===== src/rtl/mix_columns_unit.sv =====
// Sequential AES MixColumns engine: COLS_PER_CYCLE columns per cycle, valid/ready on both sides.
// Define MIXCOL_INV_EN to build the InvMixColumns network, selected per transaction by in_inv.
module mix_columns_unit #(
  parameter int COLS_PER_CYCLE = 1
) (
  input  logic         clk,
  input  logic         rst,
  input  logic         in_valid,
  output logic         in_ready,
  input  logic [127:0] in_data,
  input  logic         in_inv,
  output logic         out_valid,
  input  logic         out_ready,
  output logic [127:0] out_data,
  output logic         busy
);

  typedef enum logic [1:0] {IDLE, BUSY, DONE} state_t;

  // Groups are aligned to COLS_PER_CYCLE, so the same mask gives the last group start
  // and the counter bits that identify a group.
  localparam logic [1:0] CNT_STEP = 2'(COLS_PER_CYCLE);
  localparam logic [1:0] GRP_MASK = 2'(4 - COLS_PER_CYCLE);

  state_t       state_reg, state_next;
  logic [127:0] data_reg, data_next, data_proc;
  logic [1:0]   cnt_reg, cnt_next;
  logic [COLS_PER_CYCLE-1:0][31:0] lane_out;

`ifdef MIXCOL_INV_EN
  logic inv_reg, inv_next;
`else
  logic unused_inv;
  assign unused_inv = in_inv;
`endif

  function automatic logic [7:0] xtime(input logic [7:0] b);
    return {b[6:0], 1'b0} ^ (b[7] ? 8'h1b : 8'h00);
  endfunction

  // k is a 4-bit coefficient decomposed onto the xtime chain b, 2b, 4b, 8b.
  function automatic logic [7:0] mul(input logic [7:0] b, input logic [3:0] k);
    logic [7:0] x2, x4, x8;
    x2 = xtime(b);
    x4 = xtime(x2);
    x8 = xtime(x4);
    return ({8{k[0]}} & b) ^ ({8{k[1]}} & x2) ^ ({8{k[2]}} & x4) ^ ({8{k[3]}} & x8);
  endfunction

  function automatic logic [31:0] mix_col(input logic [31:0] col, input logic [3:0] k0,
                                          input logic [3:0] k1, input logic [3:0] k2,
                                          input logic [3:0] k3);
    logic [7:0]  a [4];
    logic [31:0] r;
    for (int i = 0; i < 4; i++) a[i] = col[31-8*i -: 8];
    r = '0;
    for (int i = 0; i < 4; i++)
      r[31-8*i -: 8] = mul(a[i], k0) ^ mul(a[(i+1)%4], k1) ^
                       mul(a[(i+2)%4], k2) ^ mul(a[(i+3)%4], k3);
    return r;
  endfunction

  for (genvar gi = 0; gi < COLS_PER_CYCLE; gi++) begin : g_lane
    logic [1:0]  idx;
    logic [31:0] col_in, col_fwd;
    assign idx     = cnt_reg + 2'(gi);
    assign col_in  = data_reg[{~idx, 5'b0} +: 32];
    assign col_fwd = mix_col(col_in, 4'h2, 4'h3, 4'h1, 4'h1);
`ifdef MIXCOL_INV_EN
    assign lane_out[gi] = inv_reg ? mix_col(col_in, 4'he, 4'hb, 4'hd, 4'h9) : col_fwd;
`else
    assign lane_out[gi] = col_fwd;
`endif
  end

  // Column gi is owned by lane gi % COLS_PER_CYCLE whenever its group is the current one.
  for (genvar gi = 0; gi < 4; gi++) begin : g_col
    localparam int LANE = gi % COLS_PER_CYCLE;
    logic active;
    assign active = ((2'(gi) ^ cnt_reg) & GRP_MASK) == 2'b00;
    assign data_proc[(3-gi)*32 +: 32] = active ? lane_out[LANE] : data_reg[(3-gi)*32 +: 32];
  end

  always_comb begin
    state_next = state_reg;
    data_next  = data_reg;
    cnt_next   = cnt_reg;
`ifdef MIXCOL_INV_EN
    inv_next   = inv_reg;
`endif
    case (state_reg)
      IDLE: begin
        if (in_valid) begin
          state_next = BUSY;
          data_next  = in_data;
          cnt_next   = '0;
`ifdef MIXCOL_INV_EN
          inv_next   = in_inv;
`endif
        end
      end
      BUSY: begin
        data_next = data_proc;
        cnt_next  = cnt_reg + CNT_STEP;
        if (cnt_reg == GRP_MASK) state_next = DONE;
      end
      DONE: begin
        if (out_ready) state_next = IDLE;
      end
      default: state_next = IDLE;
    endcase
  end

  always_ff @(posedge clk) begin
    if (rst) begin
      state_reg <= IDLE;
      data_reg  <= '0;
      cnt_reg   <= '0;
`ifdef MIXCOL_INV_EN
      inv_reg   <= 1'b0;
`endif
    end else begin
      state_reg <= state_next;
      data_reg  <= data_next;
      cnt_reg   <= cnt_next;
`ifdef MIXCOL_INV_EN
      inv_reg   <= inv_next;
`endif
    end
  end

  assign in_ready  = (state_reg == IDLE);
  assign out_valid = (state_reg == DONE);
  assign busy      = (state_reg == BUSY);
  assign out_data  = data_reg;

endmodule


===== config.mk =====
export PLATFORM = sky130hd
export DESIGN_NAME = mix_columns_unit
export DESIGN_NICKNAME = d
export VERILOG_FILES = /design/src/rtl/mix_columns_unit.sv
export SDC_FILE = /design/constraint.sdc
export NUM_CORES = 1
export LEC_CHECK = 0
export ABC_AREA = 1
export BUFFER_PORTS_ARGS = -buffer_cell sky130_fd_sc_hd__buf_4
export CAP_MARGIN = 10
export CELL_PAD_IN_SITES_DETAIL_PLACEMENT = 0
export CELL_PAD_IN_SITES_GLOBAL_PLACEMENT = 1
export CORE_UTILIZATION = 30
export DETAILED_ROUTE_END_ITERATION = 8
export PLACE_DENSITY = 0.75
export SYNTH_ARGS = -nofsm -noshare
export SYNTH_HDL_FRONTEND = slang
export SYNTH_SLANG_ARGS = --single-unit
export TNS_END_PERCENT = 1

===== constraint.sdc =====
create_clock -name clk -period 1.79 [get_ports clk]
set_input_delay 0.179 -clock clk [delete_from_list [all_inputs] [get_ports clk]]
set_output_delay 0.179 -clock clk [all_outputs]
set_load 0.02 [all_outputs]

# Word level (Yosys, flattened, before mapping)
# Index checks and enable logic that the tools add are counted.
word_totals:
  regBits: 132
  input_bits: 133
  wordCells: 69
classes:
  addsub: 1
  n_eq_ne: 10
  n_shift: 1
  mux: 16
  bitwise: 23
  n_reduce_logical: 12
op_table:
  columns: ["op", "n"]
  rows:
  - ["one-hot mux 128 bit (2 select lines)", 1]
  - ["XOR 8 bit", 19]
  - ["two-way mux 128 bit", 1]
  - ["two-way mux 32 bit", 4]
  - ["variable part select 128 x 8 -> 32 bit", 1]
  - ["two-way mux 5 bit", 4]
  - ["AND reduction 3 bit", 5]
  - ["!= test 2 x 1 -> 1 bit (second input constant)", 6]
  - ["logical NOT 2 bit", 5]
  - ["two-way mux 2 bit", 4]
  - ["XOR 8 x 5 -> 8 bit", 1]
  - ["one-hot mux 2 bit (3 select lines)", 1]
  - ["== test 2 bit (second input constant)", 2]
  - ["one-hot mux 2 bit (2 select lines)", 1]
  - ["adder 2 x 1 -> 2 bit (second input constant)", 1]
  - ["== test 2 x 1 -> 1 bit (second input constant)", 1]
  - ["!= test 2 bit (second input constant)", 1]
  - ["NOT 1 bit", 2]
  - ["NOT 2 bit", 1]
  - ["AND reduction 2 bit", 1]
  - ["nonzero test 2 bit", 1]

# Depth between registers and ports, before layout
depth:
  ltp_word: 10
  depth_mapped: 15

# Least setup slack after synthesis
# Ideal clock, no wire load.
synth_timing:
  path_type: "reg2reg"
  startpoint: "reg cnt_reg[0]"
  endpoint: "reg data_reg[104], in the netlist out_data[104]"
  setup_time_ns: 0.122
  arrival_time_ns: 1.749
  t_required_ns: 1.668
  slack_ns: -0.081
  path_stages_with_launch: 11
  n_path_buf: 4
  path_cell_list: "dfxtp_1 -> buf_6 -> inv_8 -> buf_6 -> buf_8 -> ha_1 -> a21oi_1 -> inv_1 -> clkbuf_1 -> o21ai_0 -> a21oi_1"
synth_between:
  elab_chain_cells: 10
  elab_cells_between_ends: 15
  cone_classes: "1 x eq/ne; 1 x shift; 4 x mux; 7 x bitwise; 2 x reduce/logical"
synth_rtl:
  columns: ["element", "line_no", "rtl"]
  rows:
  - ["from (decl)", "27", "logic [1:0] cnt_reg, cnt_next;"]
  - ["from (signal assigned)", "125", "cnt_reg <= cnt_next;"]
  - ["NOT 2 bit", "67", "assign col_in = data_reg[{~idx, 5'b0} +: 32];"]
  - ["variable part select 128 x 8 -> 32 bit", "67", null]
  - ["two-way mux 5 bit", "38", "return {b[6:0], 1'b0} ^ (b[7] ? 8'h1b : 8'h00);"]
  - ["XOR 8 x 5 -> 8 bit", "38", null]
  - ["XOR 8 bit", "47", "return ({8{k[0]}} & b) ^ ({8{k[1]}} & x2) ^ ({8{k[2]}} & x4) ^ ({8{k[3]}} & x8);"]
  - ["XOR 8 bit (2 in a row)", "58", "r[31-8*i -: 8] = mul(a[i], k0) ^ mul(a[(i+1)%4], k1) ^"]
  - ["XOR 8 bit", "59", "mul(a[(i+2)%4], k2) ^ mul(a[(i+3)%4], k3);"]
  - ["two-way mux 32 bit", "81", "assign data_proc[(3-gi)*32 +: 32] = active ? lane_out[LANE] : data_reg[(3-gi)*32 +: 32];"]
  - ["one-hot mux 128 bit (2 select lines)", "91", "case (state_reg)"]
  - ["to (signal assigned)", "124", "data_reg <= data_next;"]
  - ["to (decl)", "26", "logic [127:0] data_reg, data_next, data_proc;"]
# Parallel ways exist; a longest one is shown, timed or not. The select of a mux whose other input is x is not followed.
# A chain may end at the register's enable or synchronous reset.

# Worst setup path in the final report
layout_timing:
  startpoint: "reg cnt_reg[0]"
  endpoint: "reg data_reg[4], in the netlist out_data[4]"
layout_between:
  elab_chain_cells: 10
  elab_cells_between_ends: 15
  cone_classes: "1 x eq/ne; 1 x shift; 4 x mux; 7 x bitwise; 2 x reduce/logical"
layout_rtl:
  columns: ["element", "line_no"]
  rows:
  - ["NOT 2 bit (*)", "67"]
  - ["variable part select 128 x 8 -> 32 bit", "67"]
  - ["two-way mux 5 bit", null]
  - ["XOR 8 bit", null]
  - ["XOR 8 bit", "47"]
  - ["XOR 8 bit (2 in a row)", "58"]
  - ["XOR 8 bit", "59"]
  - ["two-way mux 32 bit", "81"]
  - ["one-hot mux 128 bit (2 select lines)", "91"]
# Mark *: on every way between the ends. The rest lies on a longest branch, timed or not. The select of a mux whose other input is x is not followed.

==> run_results.csv <==
group,metric,value,unit
run_status,status,"complete, but fails checks",
run_status,violations,"setup timing",
synthesis,ys.flop_type,"dfxtp_1",
route,ant_nets,0,
setup_path,cp-start-kind,"flop",
timing,relSlewSlack,66.1,%
power_and_ir_drop,peakVddDrop,0.664,mV
timing,clock_skew,0.0187,ns
setup_path,crit_required,2.16,ns
synthesis,async_reset_ff_share,0,%
synthesis,yosysWarnings,0,
die,start_util,30.4,%
worst_hold_path,min-delay-start,"in_data[69]",
synthesis,synth-edff-count,0,
power_and_ir_drop,finalPower,15.2,mW
setup_path,cp.depth,9,
cts,clockBufferDepth,2,
power_and_ir_drop,switching_share,43.8,%
timing,setup_tns,-12.29,ns
cts,cts-htree-levels,4,
final_layout,area_delta_synth_final,50.3,%
synthesis,synth_fp_nets,1501,
timing,setup_slack,-0.171,ns
timing,fmax,510,MHz
route,routedWlPerCell,18.6,µm
power_and_ir_drop,pwr-share-seq,25.3,%
synthesis,yosysUniqueCellTypes,29,
power_and_ir_drop,p_leak,6.05,nW
setup_path,critical_path_class,"reg2reg",
global_routing,grt_use_total,26.5,%
setup_path,arrival,2.33,ns
route,num_vias,10700,
setup_path,critical_path.startpoint,"cnt_reg[0]",
synthesis,synth_top_cell_area_share,31.2,%
global_routing,grt_start_max_net_pins,130,
setup_path,worstPathMaxFanout,13,
synthesis,ys_ff_latch,132,
die,fp.coreArea,27800,µm²
placement,port_buffers,262,
synthesis,syn_area,8460,µm²
setup_path,rr_startpoint,"cnt_reg[0]",
synthesis,synth_top_family_by_area,"simple AND/OR/NAND/NOR gates",
route,routed_wl,38800,µm
setup_path,critPathBufInv,4,
synthesis,ys_seq_area_share,31.2,%
synthesis,synth_fa_ha_area_share,0.592,%
route,drt-initial-drc-count,743,
placement,hpwl,28700,µm
setup_path,cp_common_cell,"buf_4",
die,die_w,170,µm
setup_path,crit_family,"buffers and inverters",
cts,numCtsBuffers,17,
synthesis,synth_xor_area_share,1.01,%
power_and_ir_drop,clkPwrFrac,24.7,%
global_routing,gr-total-overflow,0,
cts,cts_sinks,132,
synthesis,synth_compound_area_share,23.3,%
die,die_area,28900,µm²
timing,slew_violations,0,
power_and_ir_drop,cellPowerDensity,1200,nW/µm²
global_routing,grt_pass1_vias,10400,
final_layout,nNetsFinal,1826,
die,fp.dieH,170,µm
setup_path,rr_worst_depth,9,
power_and_ir_drop,internal_power,8.56,mW
setup_path,cp_slowest_cell,"dfxtp_4",
timing,final_hold_viol_count,0,
timing,min_period_over_period,110,%
run,cap_violations,0,
final_layout,nFillCells,2947,
route,via_per_inst,5.17,
timing,rsz0062_at_grt,"true",
cts,clock_latency,0.44,ns
global_routing,antenna_found_initial,1,
global_routing,grt_pass1_wl,58400,µm
cts,path_clk_slew,0.07,ns
setup_path,crit_end,"out_data[4]",
setup_path,slowest_delay,0.39,ns
route,firstDrtPassIters,6,
synthesis,syn_area_per_cell,6.20,µm²
cts,cts-root-buf,"clkbuf_16",
die,ios,264,
synthesis,synthTopCellsByArea,"dfxtp_1 (31%), nand2_1 (21%), a21oi_1 (16%)",
placement,gp_congestion,0.901,
synthesis,syn_inst,1364,
synthesis,yosys.area.top_type,"dfxtp_1",
final_layout,largest_reg_flops,128,
worst_hold_path,hp-class,"in2reg",
final_layout,final-seq-area,2650,µm²
setup_path,endpoint_kind,"flop",
synthesis,synthMuxAreaShare,0,%
setup_path,r2r-end,"out_data[4]",
placement,post-place-ws,-0.260,ns
route,drc,0,
final_layout,final_area,12700,µm²
final_layout,multi_input_area,5540,µm²
die,row_count,61,
power_and_ir_drop,power_frac_comb,50.0,%
cts,cts_tree,"yes",
timing,finalCriticalPeriod,1.96,ns
final_layout,drive_gt1_share,32.8,%
synthesis,ys_top_cells_by_count,"nand2_1 (476), a21oi_1 (262), nand3_1 (135)",
setup_path,path_cells,"buf_4 > clkbuf_16 > ha_1 > nor2_1 > nor2_2 > inv_2 > buf_4 > a21oi_1 > a21oi_2",
synthesis,yosysMostFrequentCell,"nand2_1",
timing,tightestPinTransition,0.508,ns
setup_path,worst-r2r-setup-slack,-0.17,ns
synthesis,synthSimpleGateAreaFrac,36.3,%
timing,setup_viol,128,
power_and_ir_drop,p_switching,6.68,mW
placement,place_area,11700,µm²
[cells in the final DEF, fill, tap and decap left out, types with 4 or more instances in the layout]
cell type  synthesis  routed
clkbuf_16          0      19
o21ai_0          128     128
a21oi_2            0      15
buf_4              8     358
nor2_1             6       5
nand2_2           43      58
dfxtp_1          132     130
a21oi_1          262     244
ha_1               4       4
nand3_1          135     127
inv_2              7      15
inv_1             45      35
nand3_2           24      18
nand3_4            0      14
nand2_1          476     452
buf_12             0      20
nand2_4            1      10
nand3b_1           5       5
[cell families (layout without fill, tap and decap cells)]
family                   after synthesis  count (layout)
adder cells (fa/ha/maj)                4               4
buffers and inverters                133             471
flip-flops                           132             132
AO/OA/AOI/OAI                        393             393
XOR/XNOR                               8               8
other                                  0               1
AND/OR/NAND/NOR                      694             694
[final cells by class]
type,instances,area share (%)
multi-input combinational,1099,43.6
tap,378,3.72
clock buffer,19,3.48
antenna,1,0.0197
timing repair buffer,385,25.2
clock inverter,13,1.37
sequential,132,20.8
inverter,54,1.78
[power groups by stage]
stage / clock network [mW] / registers [mW] / logic, mW
floorplan: 0 / 4.29 / 3.62
global placement: 0 / 3.91 / 7.02
detailed placement: 0 / 3.90 / 7.08
CTS: 3.79 / 3.85 / 7.30
global route: 3.91 / 3.91 / 8.29
finish: 3.76 / 3.86 / 7.62
[worst min-delay path, delay by kind of cell]
kind                   cells  cell delay, ns
AO/OA/AOI/OAI              2            0.17
buffers and inverters      1            0.08
[stage by stage]
| stage | utilization [%] | cells | hold slack, ns |
|---|---|---|---|
| 3_5_place_dp | 42.0 | 2043 | 0.381 |
| 3_3_place_gp | 42.0 | 2043 | 0.380 |
| 6_report | 45.8 | 2081 | 0.0208 |
| 2_1_floorplan | - | 1364 | 0.248 |
| 4_1_cts | 44.9 | 2077 | 0.0118 |
| 5_1_grt | 45.8 | 2081 | 0.0238 |
[metal layers]
layer | up-vias | share of wire, % | track usage [%]
li1 | 5226 | - | -
met1 | 5071 | 44 | 34.3
met2 | 398 | 47 | 43.4
met3 | 54 | 6.7 | 5.07
met4 | 0 | 2.2 | 9.64
met5 | - | 0 | 0
[how the worst min path moves through the flow]
stage / endpoint / slack [ns] / cells past startpoint
6_report: out_data[69] / 0.02 / 3
5_1_grt: out_data[14] / 0.02 / 3
4_1_cts: out_data[69] / 0.01 / 3
3_5_place_dp: cnt_reg[1] / 0.38 / 2
3_3_place_gp: cnt_reg[1] / 0.38 / 2
2_1_floorplan: cnt_reg[1] / 0.25 / 1
[timing repair]
| action | 4_1_cts | 5_1_grt |
|---|---|---|
| pin swaps | 10 | 6 |
| endpoints found under the setup margin | 128 | 128 |
| hold buffers | 2 | 0 |
| buffers inserted | 0 | 1 |
| hold endpoints to repair | 3 | 0 |
| cloned | 0 | 2 |
| resized for setup | 45 | 43 |
Note: power is estimated with default switching activity, not from simulation.
